$ cat config.mk
export PLATFORM = sky130hd
export DESIGN_NAME = pic_inta_sequencer_flat
export DESIGN_NICKNAME = d
export VERILOG_FILES = /design/src/rtl/pic_pkg.sv /design/src/rtl/pic_inta_sequencer_if.sv /design/src/rtl/pic_priority_resolver.sv /design/src/rtl/pic_inta_sequencer.sv /design/src/flat_wrapper.sv
export SDC_FILE = /design/constraint.sdc
export NUM_CORES = 1
export LEC_CHECK = 0
export BUFFER_PORTS_ARGS = -buffer_cell sky130_fd_sc_hd__buf_2
export CAP_MARGIN = 20
export CORE_MARGIN = 2
export CORE_UTILIZATION = 40
export DETAILED_ROUTE_END_ITERATION = 12
export PLACE_DENSITY = 0.71
export SYNTH_ARGS = -nofsm -noshare
export SYNTH_HDL_FRONTEND = slang
export SYNTH_HIERARCHICAL = 1
export SYNTH_SLANG_ARGS = --single-unit
$ cat constraint.sdc
create_clock -name clk -period 8 [get_ports clk]
set_input_delay 2.4 -clock clk [delete_from_list [all_inputs] [get_ports clk]]
set_output_delay 2.4 -clock clk [all_outputs]
set_load 0.05 [all_outputs]
$ cat src/rtl/pic_pkg.sv
// pic_pkg: shared types and constants for the 8259-style INTA sequencer.
package pic_pkg;

  localparam int unsigned NUM_IR  = 8;
  localparam int unsigned LEVEL_W = 3;
  localparam int unsigned BASE_W  = 5;
  localparam int unsigned VEC_W   = BASE_W + LEVEL_W;
  localparam int unsigned CNT_W   = 8;

  // Level reported when the first INTA finds no eligible request.
  localparam logic [LEVEL_W-1:0] SPURIOUS_LVL = 3'd7;

  typedef enum logic [1:0] {
    ST_IDLE,
    ST_REQ,
    ST_ACK1,
    ST_ACK2
  } pic_state_e;

  // Result of a priority search: lowest set index wins (IR0 highest).
  typedef struct packed {
    logic               valid;
    logic [LEVEL_W-1:0] level;
  } pic_sel_t;

  // Find-first-set from bit 0 upward.
  function automatic pic_sel_t find_first(input logic [NUM_IR-1:0] bits);
    pic_sel_t sel;
    sel = '0;
    for (int i = int'(NUM_IR) - 1; i >= 0; i--) begin
      if (bits[i]) begin
        sel.valid = 1'b1;
        sel.level = LEVEL_W'(i);
      end
    end
    return sel;
  endfunction

endpackage

$ cat src/rtl/pic_inta_sequencer_if.sv
// pic_inta_sequencer_if: CPU-side interrupt/acknowledge bus of the PIC.
interface pic_inta_sequencer_if;

  logic                     inta_n;
  logic                     int_out;
  logic [pic_pkg::VEC_W-1:0] vector_out;
  logic                     vector_oe;

  // CPU side drives the acknowledge strobe and receives request and vector.
  modport master (output inta_n, input int_out, input vector_out, input vector_oe);
  // PIC side.
  modport slave  (input inta_n, output int_out, output vector_out, output vector_oe);

endinterface

$ cat src/rtl/pic_priority_resolver.sv
// pic_priority_resolver: fully nested priority pick over pending requests,
// gated by the in-service register; also reports the top in-service level.
module pic_priority_resolver
  import pic_pkg::*;
(
  input  logic [NUM_IR-1:0] req,
  input  logic [NUM_IR-1:0] isr,
  output pic_sel_t          win_c,
  output pic_sel_t          isr_top_c
);

  pic_sel_t req_sel;

  // A request wins only if strictly higher priority than every in-service level.
  always_comb begin
    req_sel   = find_first(req);
    isr_top_c = find_first(isr);
    win_c     = req_sel;
    if (isr_top_c.valid && (req_sel.level >= isr_top_c.level)) begin
      win_c.valid = 1'b0;
    end
  end

endmodule

$ cat src/rtl/pic_inta_sequencer.sv
// pic_inta_sequencer: IRR/ISR bookkeeping and the two-pulse INTA handshake.
// Optional auto-EOI (aeoi port) is built when PIC_AEOI_EN is defined.
module pic_inta_sequencer
  import pic_pkg::*;
#(
  parameter int unsigned INTA_TIMEOUT = 255
) (
  input  logic                clk,
  input  logic                rst_n,
  input  logic                init_done,
  input  logic                ltim,
  input  logic [BASE_W-1:0]   vec_base,
  input  logic [NUM_IR-1:0]   imr,
  input  logic [NUM_IR-1:0]   irq,
  input  logic                eoi_valid,
  input  logic                eoi_specific,
  input  logic [LEVEL_W-1:0]  eoi_level,
`ifdef PIC_AEOI_EN
  input  logic                aeoi,
`endif
  pic_inta_sequencer_if.slave bus,
  output logic [NUM_IR-1:0]   irr,
  output logic [NUM_IR-1:0]   isr
);

  pic_state_e          state_q, state_d;
  logic [NUM_IR-1:0]   irq_q, irr_q, irr_d, isr_q, isr_d;
  logic                inta_q;
  logic [CNT_W-1:0]    cnt_q, cnt_d;
  logic [LEVEL_W-1:0]  lvl_q, lvl_d;
  logic                real_q, real_d;
  logic                int_out_q, int_out_d;
  logic                oe_q, oe_d;
  logic [VEC_W-1:0]    vec_q, vec_d;
  logic                inta_fall_c;
  pic_sel_t            win_c, isr_top_c;

  pic_priority_resolver u_resolver (
    .req       (irr_q & ~imr),
    .isr       (isr_q),
    .win_c     (win_c),
    .isr_top_c (isr_top_c)
  );

  assign inta_fall_c = inta_q & ~bus.inta_n;

  // Next-state, register updates and registered output values.
  always_comb begin
    state_d = state_q;
    irr_d   = ltim ? irq : (irr_q | (irq & ~irq_q));
    isr_d   = isr_q;
    cnt_d   = '0;
    lvl_d   = lvl_q;
    real_d  = real_q;

    if (!init_done) begin
      state_d = ST_IDLE;
      irr_d   = '0;
      isr_d   = '0;
    end else begin
      if (eoi_valid) begin
        if (eoi_specific) begin
          isr_d[eoi_level] = 1'b0;
        end else if (isr_top_c.valid) begin
          isr_d[isr_top_c.level] = 1'b0;
        end
      end

      unique case (state_q)
        ST_IDLE: begin
          if (win_c.valid) state_d = ST_REQ;
        end
        ST_REQ: begin
          if (inta_fall_c) begin
            state_d = ST_ACK1;
            real_d  = win_c.valid;
            lvl_d   = win_c.valid ? win_c.level : SPURIOUS_LVL;
            if (win_c.valid) begin
              isr_d[win_c.level] = 1'b1;
              irr_d[win_c.level] = 1'b0;
            end
          end else if (!win_c.valid) begin
            state_d = ST_IDLE;
          end
        end
        ST_ACK1: begin
          if (inta_fall_c) begin
            state_d = ST_ACK2;
          end else if (cnt_q == CNT_W'(INTA_TIMEOUT - 1)) begin
            state_d = ST_IDLE;
            if (real_q) isr_d[lvl_q] = 1'b0;
          end else begin
            cnt_d = cnt_q + CNT_W'(1);
          end
        end
        ST_ACK2: begin
          if (bus.inta_n) begin
            state_d = ST_IDLE;
`ifdef PIC_AEOI_EN
            if (aeoi && real_q) isr_d[lvl_q] = 1'b0;
`endif
          end
        end
      endcase
    end

    int_out_d = (state_d == ST_REQ) || (state_d == ST_ACK1);
    oe_d      = (state_d == ST_ACK2);
    vec_d     = oe_d ? {vec_base, lvl_d} : '0;
  end

  // State and output registers with synchronous active-low reset.
  always_ff @(posedge clk) begin
    if (!rst_n) begin
      state_q   <= ST_IDLE;
      irq_q     <= '0;
      inta_q    <= 1'b1;
      irr_q     <= '0;
      isr_q     <= '0;
      cnt_q     <= '0;
      lvl_q     <= '0;
      real_q    <= 1'b0;
      int_out_q <= 1'b0;
      oe_q      <= 1'b0;
      vec_q     <= '0;
    end else begin
      state_q   <= state_d;
      irq_q     <= irq;
      inta_q    <= bus.inta_n;
      irr_q     <= irr_d;
      isr_q     <= isr_d;
      cnt_q     <= cnt_d;
      lvl_q     <= lvl_d;
      real_q    <= real_d;
      int_out_q <= int_out_d;
      oe_q      <= oe_d;
      vec_q     <= vec_d;
    end
  end

  assign bus.int_out    = int_out_q;
  assign bus.vector_out = vec_q;
  assign bus.vector_oe  = oe_q;
  assign irr            = irr_q;
  assign isr            = isr_q;

endmodule

$ cat src/flat_wrapper.sv
// flat-port wrapper written by rule: the top's interface ports become plain ports
module pic_inta_sequencer_flat import pic_pkg::*;
#(
  parameter int unsigned INTA_TIMEOUT = 255
)
  (clk, rst_n, init_done, ltim, vec_base, imr, irq, eoi_valid, eoi_specific, eoi_level, irr, isr, bus_inta_n, bus_int_out, bus_vector_out, bus_vector_oe);
  pic_inta_sequencer_if bus_i ();
  input  logic clk;
  input  logic rst_n;
  input  logic init_done;
  input  logic ltim;
  input  logic [BASE_W-1:0] vec_base;
  input  logic [NUM_IR-1:0] imr;
  input  logic [NUM_IR-1:0] irq;
  input  logic eoi_valid;
  input  logic eoi_specific;
  input  logic [LEVEL_W-1:0] eoi_level;
  output logic [NUM_IR-1:0] irr;
  output logic [NUM_IR-1:0] isr;
  input wire logic [$bits(bus_i.inta_n)-1:0] bus_inta_n;
  output wire logic [$bits(bus_i.int_out)-1:0] bus_int_out;
  output wire logic [$bits(bus_i.vector_out)-1:0] bus_vector_out;
  output wire logic [$bits(bus_i.vector_oe)-1:0] bus_vector_oe;
  assign bus_i.inta_n = bus_inta_n;
  assign bus_int_out = bus_i.int_out;
  assign bus_vector_out = bus_i.vector_out;
  assign bus_vector_oe = bus_i.vector_oe;
  pic_inta_sequencer #(.INTA_TIMEOUT(INTA_TIMEOUT)) u_core (.clk(clk), .rst_n(rst_n), .init_done(init_done), .ltim(ltim), .vec_base(vec_base), .imr(imr), .irq(irq), .eoi_valid(eoi_valid), .eoi_specific(eoi_specific), .eoi_level(eoi_level), .bus(bus_i), .irr(irr), .isr(isr));
endmodule
# After elaboration in Yosys (flattened, before gate mapping)
# Index checks and enable logic that the tools add are counted.
[totals]
elab_cells = 109
output_inout_bits = 26
register_bits = 49
[op_classes]
n_reduce_logical = 11
bitwise_logic = 19
n_eq_ne = 7
order_cmp = 9
addsub = 1
muxes = 51
[ops]
columns = ["operator", "count"]
rows = [
  ["2-to-1 mux 8 bit", 13],
  ["2-to-1 mux 4 bit", 16],
  ["AND 8 bit", 6],
  ["NOT 8 bit", 6],
  ["less-than comparator 3 x 4 -> 1 bit (second input constant)", 4],
  ["OR 8 bit", 2],
  ["case mux 8 bit (2 select lines)", 1],
  ["2-to-1 mux 2 bit", 7],
  ["demux 1 bit (select 3 bit)", 4],
  [">= comparator 3 x 1 -> 1 bit (second input constant)", 4],
  ["2-to-1 mux 3 bit", 4],
  ["adder 8 x 1 -> 8 bit (second input constant)", 1],
  ["equality test 2 bit (second input constant)", 4],
  ["equality test 8 bit (second input constant)", 1],
  ["case mux 2 bit (4 select lines)", 1],
  ["logical AND 1 bit", 5],
  ["2-to-1 mux 1 bit", 5],
  ["OR reduction 5 bit", 1],
  ["equality test 2 x 1 -> 1 bit (second input constant)", 2],
  ["NOT 1 bit", 4],
  ["AND reduction 2 bit", 2],
  [">= comparator 3 bit", 1],
  ["AND reduction 3 bit", 1],
  ["logical NOT 2 bit", 1],
  ["other kinds (2)", 2],
]

# Depth between registers and ports, before layout
[logic_depth]
word_depth = 23
depth_mapped = 15
depth_no_buf = 15

# Cells and area by module
# The synthesis kept the hierarchy.
[by_module_without_submodules]
columns = ["mod", "n_inst", "area_per_inst_um2", "cells_per_inst"]
rows = [
  ["pic_inta_sequencer", 1, 2209.6, 254],
  ["pic_priority_resolver", 1, 262.8, 37],
]

# Worst setup path before layout
# OpenSTA, ideal clock, no wires.
[synth_path]
kind = "input to register"
startpoint = "input port imr[7]"
endpoint = "register u_core.int_out_q, in the netlist u_core/bus.int_out"
path_stages = 12
t_arrival_ns = 4.762
setup_slack_ns = 3.123
cell_sequence = "nor2b_1 o21ai_0 a21boi_0 ha_1 nand2_1 o21ai_0 a32oi_1 and2_1 o311ai_0 a21boi_0 ha_1 and2_1"
[synth_rtl]
columns = ["item", "line", "source"]
rows = [
  ["start, declared", "flat_wrapper.sv:13", "input logic [NUM_IR-1:0] imr;"],
  ["end signal, assigned", "pic_inta_sequencer.sv:135", "int_out_q <= int_out_d;"],
  ["end, declared", "pic_inta_sequencer.sv:32", "logic int_out_q, int_out_d;"],
]

==> results list <==
* Sink count of the clock tree: 49
- The worst hold path belongs to the class flop to flop.
* Later-pin clock latency in the skew report: 300 ps
- First-pass DRT Iterations: 4
* Residual DRC count: 0
* Synthesized area per cell: 8.496 sq um
- Yosys mapped a number of flops with a built-in enable equal to 0.
* Count of unique library cells instantiated by Yosys: 45
* Crit-path max FO: 7
- Worst rel slew slack: 0.4484
* Leftover overflow at the end of global routing: 0
* Weighted congestion reported at the end of routability-driven placement: 0.8832
- STA classifies the critical path startpoint as an input port.
- The total count of hold-check failures in the final report was 0.
- Setup skew after layout: 8.948 ps
- The largest total area in the synthesized netlist belongs to sky130_fd_sc_hd__dfxtp_1.
* RSZ-0062 raised after global routing: false
- Number of H-tree levels: 2
- Pin count of the biggest net entering global routing: 25
- In this run the core area contains 28 standard-cell rows.
- The worst setup path is of the input port to flop kind.
- The worst setup path is captured at a flop.
- After synthesis, the share of flip-flops with an asynchronous set or reset is 0.
- Initial core utilization: 0.4151
* Clock root buffer: sky130_fd_sc_hd__clkbuf_8
- In this run, the number of DRC markers left after iteration 0 of detailed routing was 109.
- Fraction of synthesized cell area taken by the top area cell type: 0.3968
* Final Slew Violations: 0
* Total of flip-flops plus latches after synthesis: 49
* Overall via count from detail_route: 2303
- The area growth from synthesis to layout is 18.12%.
* Most instantiated flip-flop cell in the synthesis netlist: sky130_fd_sc_hd__dfxtp_1
- Post-synthesis cell count: 291
- The number of nets handed over by synthesis was 332.
* Number of setup buffers added after CTS: 0
* Total Negative Setup Slacks: 0 ps
- In the final layout, the share of cells above drive strength 1 is 0.2011.
- The die is 82.62 um wide.
* Via count of the first global-routing pass: 2107
- Critical Path AT: 5670 ps
- TritonCTS clock tree: done
* First-pass GRT wire length: 9059 um
* Total Nets Final: 389
- The multi-input combinational cells in the finished layout cover a total of 1386 sq um.
- Routed via count divided by cell count: 5.444
- Sequential standard cell area: 980.9 sq um
* Delay of the slowest critical-path stage: 670 ps
- Post-detailed-routing wire length: 5693 um
- Clock tree synthesis inserted a total of 5 buffers.
* Die Y: 82.62 um
- Number of antenna violations at the first check in global routing: 0
* Cell with the most instances after synthesis: sky130_fd_sc_hd__dfxtp_1
* Leakage Power: 1.197 nW
* Count of input and output buffers: 56
- Maximum number of buffers from clock root to sink: 2
* Final worst path period need: 5430 ps
* DR WL/cell: 13.46 um
- Overall die area: 6826 sq um
* Pwr Total: 475.2 uW
* Ordered cell list for the critical path: buf_2, nor2b_1, o21ai_0, a21boi_0, ha_1, nand2_1, o21ai_0, a32oi_1, and2_1, o311ai_0, a21boi_0, ha_1, nand2_1, nor2_1
- Data on the critical path is required at its endpoint by 8240 ps.
* Hpwl dp: 4414 um
- Total I/O pin count: 57
- The slowest stage of the critical path belongs to the cell sky130_fd_sc_hd__a21boi_0.
- Run status: complete, no violations
- By count the netlist is led by sky130_fd_sc_hd__dfxtp_1, sky130_fd_sc_hd__nor2_1, sky130_fd_sc_hd__inv_1, sky130_fd_sc_hd__nor2b_1, sky130_fd_sc_hd__a21oi_1.
* Clock slew at the register clock pins of the worst setup and hold paths: 80 ps
* CTS-repair resized insts: 0
- Max Freq: 0.1842 GHz
- Max IR drop VDD: 91.93 uV
* Count of warnings emitted by yosys: 6
* Part of the cycle the worst path needs: 0.6787
- Sequential-to-total area share from yosys stat: 0.3968
- Power density of the placed cells: 162.7 nW/um^2
- After synthesis the cells add up to 2472 sq um.
* Standard cell core area: 5956 sq um
- In the global route stage, overall resource usage came out at 0.1718.
* Number of antenna-violating nets in the routed design: 0
- Hold repair after CTS inserted 0 buffers.
- The layout has 625 filler cells.
- Actual slew at the worst max-slew pin: 820.0 ps
- In the post-synthesis netlist, the biggest area contributors are sky130_fd_sc_hd__dfxtp_1, sky130_fd_sc_hd__ha_1, sky130_fd_sc_hd__nor2b_1, sky130_fd_sc_hd__nor2_1, sky130_fd_sc_hd__nand4_1.
- Final setup viols: 0
* Count of maximum capacitance violations: 0
- Diodes inserted: 0
sequential cells by signal, indices dropped and copies added (netlist names):
signal / count
u_core/inta_q: 1
u_core/bus.vector_oe: 1
u_core/lvl_q: 3
u_core/bus.int_out: 1
u_core/state_q: 2
u_core/irq_q: 8
u_core/isr: 8
u_core/cnt_q: 8
u_core/real_q: 1
u_core/bus.vector_out: 8
u_core/irr: 8
routing by layer:
layer	GRT usage	up-vias	share of wire
met4	0.06721	0	0.017
met3	0.03043	9	0.050
met5	0	-	0
li1	-	1158	-
met1	0.2038	1077	0.46
met2	0.3065	59	0.48
worst max-delay path: cells and delay by family:
kind | cells | cell delay [ps]
AOI/OAI and AO/OA | 6 | 1770
adders and majority gates | 2 | 650
buffers and inverters | 1 | 90
and+or+nand+nor | 5 | 740
cell type report:
cell class / count / share of cell area
Clock buffer: 5 / 0.02356
Sequential cell: 49 / 0.3359
Clock inverter: 2 / 0.01200
Tap cell: 75 / 0.03213
Multi-Input combinational cell: 216 / 0.4747
Inverter: 20 / 0.02571
Timing Repair Buffer: 56 / 0.09597
where the power goes:
part | leakage, nW | total [mW] | internal (mW) | switching (mW)
Combinational | 0.744 | 0.0557 | 0.0201 | 0.0356
Sequential | 0.399 | 0.252 | 0.249 | 0.00301
Clock | 0.0540 | 0.167 | 0.0909 | 0.0766
cells in the final DEF, fill, tap and decap left out, types with 6 or more instances in the layout:
master	synthesis	layout
sky130_fd_sc_hd__nor2b_1	20	20
sky130_fd_sc_hd__nand3_1	10	10
sky130_fd_sc_hd__nand4_1	14	14
sky130_fd_sc_hd__nand2_1	16	16
sky130_fd_sc_hd__nor4_1	8	8
sky130_fd_sc_hd__dfxtp_1	49	49
sky130_fd_sc_hd__o21ai_0	7	7
sky130_fd_sc_hd__nor3_1	8	8
sky130_fd_sc_hd__a21boi_0	6	6
sky130_fd_sc_hd__and2_1	11	11
sky130_fd_sc_hd__nor2_1	25	25
sky130_fd_sc_hd__ha_1	10	10
sky130_fd_sc_hd__buf_2	0	56
sky130_fd_sc_hd__inv_1	20	20
sky130_fd_sc_hd__o22ai_1	8	8
sky130_fd_sc_hd__and3_1	7	7
sky130_fd_sc_hd__a21oi_1	17	17
logic make-up after synthesis:
| group | count (synthesis) | share of synthesized area |
|---|---|---|
| fa+ha+maj | 10 | 0.05061 |
| flops | 49 | 0.3968 |
| xor+xnor | 6 | 0.02126 |
| simple gates | 144 | 0.3406 |
| compound gates | 56 | 0.1483 |
| buf+inv | 26 | 0.04251 |
through the flow:
step                cells  utilization  area [sq um]  worst slack [ps]  hold slack [ps]
finish                423       0.4903          2920              2570            477.7
global route          423       0.4903          2920              2279            506.6
CTS                   423       0.4903          2920              2677            481.1
detailed placement    416       0.4729          2816              2355            461.5
global placement      416       0.4729          2816              2559            461.3
floorplan             291            -          2472              3123            441.1
final timing paths:
kind	from	endpoint	slack, ps	cells after the start
min	u_core/cnt_q[0]	u_core/cnt_q[0]	480	1
max reg2reg	u_core/isr[7]	u_core/bus.vector_out[1]	4320	13
min reg2reg	u_core/cnt_q[0]	u_core/cnt_q[0]	480	1
max	imr[6]	u_core/bus.vector_out[1]	2570	14
Power figures use the tool's default switching activity.
